<file path="src/rtl/fact_bcd_conv.sv">
// rtl/fact_bcd_conv.sv - serial 16-bit binary to 5-digit packed BCD converter (double dabble)
module fact_bcd_conv (
    input  logic        clk,
    input  logic        reset_n,
    input  logic        start,
    input  logic [15:0] fact,
    output logic        busy,
    output logic        done,
    output logic [19:0] bcd
);

    typedef enum logic [1:0] {
        IDLE = 2'd0,
        CONV = 2'd1,
        DONE = 2'd2
    } state_t;

    state_t      state_q, state_d;
    logic [15:0] sh_bin_q, sh_bin_d;
    logic [19:0] sh_bcd_q, sh_bcd_d;
    logic [4:0]  cnt_q, cnt_d;
    logic [19:0] bcd_q, bcd_d;
    logic [19:0] bcd_adj;

    always_ff @(posedge clk) begin
        if (reset_n) begin
            state_q  <= IDLE;
            sh_bin_q <= 16'd0;
            sh_bcd_q <= 20'd0;
            cnt_q    <= 5'd0;
            bcd_q    <= 20'd0;
        end else begin
            state_q  <= state_d;
            sh_bin_q <= sh_bin_d;
            sh_bcd_q <= sh_bcd_d;
            cnt_q    <= cnt_d;
            bcd_q    <= bcd_d;
        end
    end

    always_comb begin
        state_d = state_q;
        case (state_q)
            IDLE:    if (start) state_d = CONV;
            CONV:    if (cnt_q == 5'd15) state_d = DONE;
            DONE:    state_d = IDLE;
            default: state_d = IDLE;
        endcase
    end

    // Digits of 5..9 become 8..12 so the following shift carries into the next digit.
    always_comb begin
        bcd_adj = sh_bcd_q;
        for (int i = 0; i < 5; i++) begin
            if (sh_bcd_q[4*i +: 4] >= 4'd5)
                bcd_adj[4*i +: 4] = sh_bcd_q[4*i +: 4] + 4'd3;
        end
    end

    always_comb begin
        sh_bin_d = sh_bin_q;
        sh_bcd_d = sh_bcd_q;
        cnt_d    = cnt_q;
        bcd_d    = bcd_q;
        case (state_q)
            IDLE: begin
                if (start) begin
                    sh_bin_d = fact;
                    sh_bcd_d = 20'd0;
                    cnt_d    = 5'd0;
                end
            end
            CONV: begin
                sh_bcd_d = {bcd_adj[18:0], sh_bin_q[15]};
                sh_bin_d = {sh_bin_q[14:0], 1'b0};
                cnt_d    = cnt_q + 5'd1;
                if (cnt_q == 5'd15)
                    bcd_d = {bcd_adj[18:0], sh_bin_q[15]};
            end
            default: ;
        endcase
    end

    always_comb begin
        busy = (state_q == CONV);
        done = (state_q == DONE);
        bcd  = bcd_q;
    end

endmodule

</file>
<file path="config.mk">
export PLATFORM = sky130hd
export DESIGN_NAME = fact_bcd_conv
export DESIGN_NICKNAME = d
export VERILOG_FILES = /design/src/rtl/fact_bcd_conv.sv
export SDC_FILE = /design/constraint.sdc
export NUM_CORES = 1
export LEC_CHECK = 0
export BUFFER_PORTS_ARGS = -buffer_cell sky130_fd_sc_hd__buf_2
export CAP_MARGIN = 5
export CORE_MARGIN = 3
export CORE_UTILIZATION = 50
export DETAILED_ROUTE_END_ITERATION = 12
export GPL_TIMING_DRIVEN = 0
export PLACE_DENSITY = 0.73
export SYNTH_ARGS = -nofsm -noshare
export SYNTH_HDL_FRONTEND = slang
export SYNTH_SLANG_ARGS = --single-unit
</file>
<file path="constraint.sdc">
create_clock -name clk -period 2.5 [get_ports clk]
set_input_delay 0.125 -clock clk [delete_from_list [all_inputs] [get_ports clk]]
set_output_delay 0.125 -clock clk [all_outputs]
set_load 0.1 [all_outputs]
</file>
==> results.toml, run 1 <==
[synthesis]
yosysSeqAreaShare_pct = 40.2
syn-instance-count = 364
yosysTopAreaCell = "dfxtp_1"
synth_edf_count = 0
synthesis.area_um2 = 3140
ys_async_sr_fraction_pct = 0
synth_cell_type_count = 44
ys_seq_elements = 63
synthTopCellsByArea = "dfxtp_1, nor2_1, a21oi_1, ha_1, a21o_1"
synth_nets = 395
ys_warn_count = 0
synth_top_flop_cell = "dfxtp_1"
synth_top_area_share_pct = 40.2
yosysMostFrequentCell = "dfxtp_1"
syn_area_per_cell_um2 = 8.62
yosys-top-cells-count = "dfxtp_1, nor2_1, a21oi_1, inv_1, o21ai_0"

[floorplan]
core-area_um2 = 5990
die_y_um = 85.2
fp.dieW_um = 85.2
die-area_um2 = 7270
rows = 28
start_util_pct = 52.4
io_pins = 41

[layout]
drive_gt1_share_pct = 21.1
register_area_um2 = 1260
final_core_util_pct = 61.2
multi_input_area_um2 = 1650
diodes = 0
layout.nets = 444
nFillCells = 525
syn2layout_area_growth_pct = 16.8

[power_and_ir_drop]
ir_drop_uv = 369
leakage_nw = 1.57
power.density_nw_per_um2 = 632
seq_power_share_pct = 45.3
report.power.total_mw = 2.32
power.switching_uw = 561
p_sw_share_pct = 24.2
pwr-share-comb_pct = 7.5
pwr-share-clk_pct = 47.2
internal-power_mw = 1.76

[detailed_routing]
routed_via_density = 5.69
drtAntennaViolNets = 0
firstDrtPassIters = 4
wirelength_mm = 7.68
via_count = 2804
drc = 0
dr.first_iter.drc_count = 207
wire_per_inst_um = 15.6

[clock_network]
cts_hold_buf = 0
cts.htree.levels = 3
ctsResizeCount = 0
clock_latency_ns = 0.34
root_buffer = "clkbuf_8"
post_cts_buffers = 0
cts_buffer_depth = 2
clk_pin_slew_ns = 0.07
cts_tree = "done"
clock-sinks = 63
cts_buffers = 9

[placement]
portBuffers = 38
gp_congestion = 0.820
hpwlAfterDp_mm = 5.18

[timing]
rsz0062_at_grt = "no"
setup_viol = 0
fmax_mhz = 431
tns_ns = 0
worst_pin_slew_ns = 0.784
timing.final.max_slew_violations = 0
fin_crit_sh_pct = 92.8
period_needed_ns = 2.32
slew_headroom_pct = 47.7
skew_ns = 0.00621
timing.final.hold_violations = 0

[setup_path]
cp.arrival_ns = 2.19
required_ns = 2.38
crit_type = "reg -> out"
crit_fanout = 10
cp-end-kind = "output pin"
crit_path_start_kind = "flop"

[global_route]
grt_overflow = 0
globalRouteTotalUtil_pct = 22.2
antenna_found_initial = 0
grt_pass1_wl_mm = 12.8
grt_pass1_vias = 2680
grt_max_degree = 13

[status]
status = "completed"

[flow_run]
cap_violations = 0

[worst_hold_path]
min_path_type = "in -> reg"
-- sequential cells by signal, summed over array words and instances, names as in the netlist --
register,count
bcd,20
sh_bcd_q,20
sh_bin_q,16
cnt_q,5
state_q,2
-- metal layers --
layer  vias up  GRT usage (%)  wire [µm]
met5         -              0          0
met4         0           10.1        147
met3        12           3.79        373
met2        75           33.8       3570
met1      1338           30.7       3590
li1       1379              -          -
-- kinds of logic after synthesis --
family                   share of synthesized area (%)
XOR/XNOR                                          1.39
AND/OR/NAND/NOR                                   20.8
buffers and inverters                             7.17
multiplexers                                      1.63
adder cells (fa/ha/maj)                           4.78
flip-flops                                        40.2
AO/OA/AOI/OAI                                     24.0
-- worst paths after layout --
kind         slack (ns)     endpoint        from  depth (start not counted)
max                0.18         done  state_q[1]                          5
max reg2reg        0.60      bcd[14]    cnt_q[0]                          6
min                0.21  sh_bin_q[4]     fact[4]                          5
min reg2reg        0.46      bcd[18]     bcd[18]                          2
-- cell type report --
cell class | instances | share of cell area (%)
buffer | 24 | 3.86
tap | 75 | 2.56
multi-input combinational | 256 | 45.1
clock buffer | 9 | 3.38
sequential | 63 | 34.4
timing repair buffer | 38 | 5.19
clock inverter | 7 | 3.28
inverter | 21 | 2.29
-- per-stage QoR --
step,cell area [µm²],setup slack [ns],hold slack (ns),instances
finish,3670,0.181,0.211,493
global route,3670,0.0333,0.219,493
CTS,3670,0.167,0.191,493
detailed placement,3420,0.542,0.446,477
global placement,3420,0.554,0.441,477
floorplan,3140,0.0141,0.419,364
-- placed cells by master (no fill, tap or decap), types with 5 or more instances in the layout --
| cell | count |
|---|---|
| a2111oi_0 | 7 |
| a211oi_1 | 5 |
| a211oi_2 | 5 |
| a21o_1 | 12 |
| a21oi_1 | 41 |
| a22o_1 | 9 |
| buf_2 | 43 |
| clkbuf_1 | 12 |
| clkbuf_8 | 9 |
| dfxtp_1 | 63 |
| ha_1 | 12 |
| inv_1 | 20 |
| nand2_1 | 9 |
| nand2b_1 | 7 |
| nand3_1 | 7 |
| nor2_1 | 58 |
| nor2b_1 | 8 |
| nor3_1 | 9 |
| nor3b_1 | 12 |
| o21ai_0 | 14 |
| o221a_2 | 8 |
| xnor2_1 | 5 |
-- critical path: stages (launching register included) --
cell      delay (ns)
dfxtp_1         0.33
buf_6           0.13
clkbuf_1        0.36
clkbuf_1        0.40
nor2b_1         0.19
buf_2           0.43
-- power by group through the flow --
stage	sequential (mW)	combinational, mW	clock (mW)
after floorplan	1.07	0.122	0
after global placement	1.07	0.168	0
after detailed placement	1.07	0.171	0
after CTS	1.05	0.173	1.10
after global routing	1.05	0.196	1.15
final	1.05	0.174	1.09
No activity file was read; power rests on OpenSTA's default activity.
==> run 2, diff against run 1 <==
--- a/config.mk
+++ b/config.mk
@@ -11,7 +11,8 @@
 export CORE_UTILIZATION = 50
 export DETAILED_ROUTE_END_ITERATION = 12
 export GPL_TIMING_DRIVEN = 0
-export PLACE_DENSITY = 0.73
+export HOLD_SLACK_MARGIN = 0.03
+export PLACE_DENSITY = 0.75
 export SYNTH_ARGS = -nofsm -noshare
 export SYNTH_HDL_FRONTEND = slang
 export SYNTH_SLANG_ARGS = --single-unit
==> constraint.sdc (replaced) <==
create_clock -name clk -period 1.9 [get_ports clk]
set_input_delay 0.095 -clock clk [delete_from_list [all_inputs] [get_ports clk]]
set_output_delay 0.095 -clock clk [all_outputs]
set_load 0.1 [all_outputs]
==> results.toml, run 2 (synthesis gave the netlist of run 1 again) <==
[global_route]
globalRouteTotalUtil_pct = 21.1
grt_max_degree = 11
grt_pass1_vias = 2616
antenna_found_initial = 0
grt_overflow = 0
grt_pass1_wl_mm = 12.2

[timing]
setup_viol = 0
slew_headroom_pct = 49.2
fin_crit_sh_pct = 94.0
timing.final.max_slew_violations = 0
worst_pin_slew_ns = 0.759
timing.final.hold_violations = 0
period_needed_ns = 1.79
skew_ns = 0.00471
whs_ns = 0.153
fmax_mhz = 560
rsz0062_at_grt = "no"
tns_ns = 0

[detailed_routing]
firstDrtPassIters = 4
dr.first_iter.drc_count = 170
wire_per_inst_um = 14.7
routed_via_density = 5.56
drtAntennaViolNets = 0
drc = 0
wirelength_mm = 7.24
via_count = 2737

[layout]
drive_gt1_share_pct = 21.3
nFillCells = 536
diodes = 0
syn2layout_area_growth_pct = 15.1
final_area_um2 = 3610
layout.nets = 443
final_cell_mix = "dfxtp_1, nor2_1, buf_2, a21oi_1, inv_1"
final_common_cell = "dfxtp_1"

[clock_network]
clock-sinks = 63
clock_latency_ns = 0.34
cts.htree.levels = 3
root_buffer = "clkbuf_8"
cts_buffers = 9
cts_buffer_depth = 2
cts_tree = "done"
clk_pin_slew_ns = 0.07
post_cts_buffers = 0

[placement]
place_area_um2 = 3430
gp_congestion = 0.832
hpwlAfterDp_mm = 5.09
portBuffers = 38

[floorplan]
die_y_um = 85.2
rows = 28
core-area_um2 = 5990
fp.dieW_um = 85.2
start_util_pct = 52.4
die-area_um2 = 7270
io_pins = 41

[setup_path]
required_ns = 1.80
crit_path_cell_trace = "buf_6 -> nand2b_4 -> buf_6 -> inv_6 -> buf_4 -> clkbuf_4"
crit_path_start_kind = "flop"
crit_fanout = 10
cp-end-kind = "output pin"
critPathBufInv = 5
setup.worst_path.start = "state_q[1]"
cp_top_family = "buffers and inverters"
slowest_stage = "clkbuf_4"
critical_path.max_stage_delay_ns = 0.35
timing.rr.start = "cnt_q[0]"
cp.arrival_ns = 1.69
cp_common_cell = "buf_6"
crit_type = "reg -> out"

[flow_run]
cap_violations = 0

[status]
status = "completed"

[power_and_ir_drop]
internal-power_mw = 1.97
seq_power_share_pct = 52.1
report.power.total_mw = 2.65
power.density_nw_per_um2 = 733
power.switching_uw = 677
p_sw_share_pct = 25.5
leakage_nw = 1.55
pwr-share-clk_pct = 39.3
ir_drop_uv = 430
pwr-share-comb_pct = 8.6

[worst_hold_path]
worstHoldStart = "reset_n"
min_path_type = "in -> reg"
run 2: power by group through the flow:
stage          registers (mW)  logic [mW]  clock network, mW
6_report                 1.38       0.228               1.04
4_1_cts                  1.38       0.226               1.06
3_5_place_dp             1.41       0.225                  0
3_3_place_gp             1.41       0.222                  0
5_1_grt                  1.38       0.255               1.12
2_1_floorplan            1.40       0.161                  0
run 2: path summary, 6_finish.rpt:
kind / end / slack, ns / cells after the start
hold / removal: state_q[1] / 0.15 / 2
hold reg to reg: bcd[18] / 0.46 / 2
setup / recovery: busy / 0.11 / 6
setup reg to reg: bcd[18] / 0.17 / 8
run 2: layout make-up:
type                       count  area, µm²  area share, %
clock buffer                  12        155           4.29
buffer                        23        139           3.84
clock inverter                 4       20.0          0.554
timing repair buffer          38        195           5.40
sequential                    63       1260           34.9
tap                           75       93.8           2.60
inverter                      21       83.8           2.32
multi-input combinational    256       1670           46.1
run 2: what timing repair did:
item                       4_1_cts  5_1_grt
pin swaps                        0        0
hold buffers                     0        0
gates resized for setup          3        2
setup endpoints to repair        1        9
run 2: metrics by stage:
stage	cells	utilization (%)	setup slack, ns
2_1_floorplan	364	-	0.254
3_3_place_gp	477	57.3	-0.0757
3_5_place_dp	477	57.3	-0.0823
4_1_cts	493	60.3	0.00872
5_1_grt	492	60.3	0.0551
6_report	492	60.3	0.113
run 2: routing by layer:
layer | vias to the layer above | share of wire [%] | global-route usage, %
met5 | - | 0 | 0
met4 | 0 | 1.7 | 9.50
met3 | 12 | 5.1 | 4.08
met2 | 60 | 45 | 33.3
met1 | 1289 | 48 | 28.1
li1 | 1376 | - | -
==> run 3, diff against run 2 <==
--- a/config.mk
+++ b/config.mk
@@ -7,7 +7,7 @@
 export LEC_CHECK = 0
 export BUFFER_PORTS_ARGS = -buffer_cell sky130_fd_sc_hd__buf_2
 export CAP_MARGIN = 5
-export CORE_MARGIN = 3
+export CORE_MARGIN = 4
 export CORE_UTILIZATION = 50
 export DETAILED_ROUTE_END_ITERATION = 12
 export GPL_TIMING_DRIVEN = 0
==> results.toml, run 3 (synthesis gave the netlist of run 1 again) <==
[power_and_ir_drop]
power.density_nw_per_um2 = 783
ir_drop_uv = 482
leakage_nw = 1.56

[placement]
dp_cells = 477
gp_congestion = 0.835
hpwlAfterDp_mm = 5.24
portBuffers = 38
place_area_um2 = 3430

[detailed_routing]
wirelength_mm = 7.35
via_count = 2748
wire_per_inst_um = 14.9
dr.first_iter.drc_count = 194
drtAntennaViolNets = 0
routed_via_density = 5.59
firstDrtPassIters = 5
drc = 0

[global_route]
grt.met3_usage_pct = 3.12
globalRouteTotalUtil_pct = 20.6
grt_pass1_vias = 2544
grt_pass1_wl_mm = 12.2
antenna_found_initial = 0
grt_overflow = 0
grt_util_met1_pct = 28.1
grt_use_met2_pct = 32.5
top_usage_layer = "met2"
grt_max_degree = 12

[floorplan]
io_pins = 41
core-area_um2 = 5990
die_y_um = 87.2
die-area_um2 = 7610
fp.dieW_um = 87.2
rows = 28
start_util_pct = 52.4

[timing]
fmax_mhz = 561
skew_ns = 0.00568
timing.final.hold_violations = 0
slew_headroom_pct = 50.3
timing.final.max_slew_violations = 0
rsz0062_at_grt = "no"
fin_crit_sh_pct = 93.8
worst_pin_slew_ns = 0.743
setup_viol = 0
period_needed_ns = 1.78

[layout]
diodes = 0
final_area_um2 = 3650
syn2layout_area_growth_pct = 16.3
nFillCells = 546
register_area_um2 = 1260
final_common_cell = "dfxtp_1"
final_core_util_pct = 60.9
layout.nets = 443
final_cells = 492
final_cell_mix = "dfxtp_1, nor2_1, buf_2, a21oi_1, inv_1"
drive_gt1_share_pct = 21.6
multi_input_area_um2 = 1670

[setup_path]
required_ns = 1.80
crit_fanout = 10
timing.rr.start = "cnt_q[0]"
crit_path_start_kind = "flop"
r2r_slack_ns = 0.17
setup.worst_path.start = "state_q[1]"
cp-end-kind = "output pin"
crit_type = "reg -> out"
cp.arrival_ns = 1.69

[clock_network]
cts_buffer_depth = 2
cts.htree.levels = 3
clk_pin_slew_ns = 0.07
post_cts_buffers = 0
clock_latency_ns = 0.34
clock-sinks = 63
cts_hold_buf = 0
cts_buffers = 9
cts_tree = "done"
root_buffer = "clkbuf_8"

[flow_run]
cap_violations = 0

[worst_hold_path]
worstHoldStart = "reset_n"
min_path_type = "in -> reg"

[status]
status = "completed"
[run 3: cell type report]
type | count | area share, %
multi-input combinational | 256 | 45.6
sequential | 63 | 34.6
timing repair buffer | 38 | 5.35
buffer | 23 | 3.81
clock buffer | 9 | 3.39
tap | 75 | 2.57
clock inverter | 7 | 2.40
inverter | 21 | 2.30
[run 3: repair_timing]
action | CTS | global route
resized for setup | 3 | 2
setup endpoints to repair | 1 | 4
endpoints found under the hold margin | 0 | 0
[run 3: path summary, 6_finish.rpt]
check	cells after the start	to
worst min-delay path	2	state_q[1]
worst min register to register	2	bcd[0]
worst max-delay path	6	busy
worst max register to register	6	bcd[17]
[run 3: per-layer routing]
layer / up-vias / wire (µm)
li1: 1382 / -
met1: 1304 / 3530
met2: 51 / 3400
met3: 11 / 293
met4: 0 / 133
met5: - / 0
[run 3: report_power, final]
part / internal (mW) / switching (mW) / leakage (nW)
registers: 1.36 / 0.0264 / 0.512
clock network: 0.728 / 0.519 / 0.109
logic: 0.0820 / 0.147 / 0.940
[run 3: metrics by stage]
| stage | total power, mW | hold slack [ns] | TNS (ns) | setup WS, ns |
|---|---|---|---|---|
| 4_1_cts | 2.87 | 0.176 | 0 | 0.00830 |
| 3_3_place_gp | 1.63 | 0.443 | -0.0403 | -0.0403 |
| 6_report | 2.86 | 0.155 | 0 | 0.118 |
| 5_1_grt | 2.97 | 0.174 | 0 | 0.0484 |
| 2_1_floorplan | 1.56 | 0.389 | 0 | 0.254 |
| 3_5_place_dp | 1.64 | 0.449 | -0.0525 | -0.0525 |
[run 3: worst max-delay path: stages (launching register included)]
cell      delay [ns]
dfxtp_1         0.31
buf_6           0.13
nand2b_4        0.13
buf_6           0.14
inv_6           0.09
buf_4           0.19
clkbuf_4        0.35
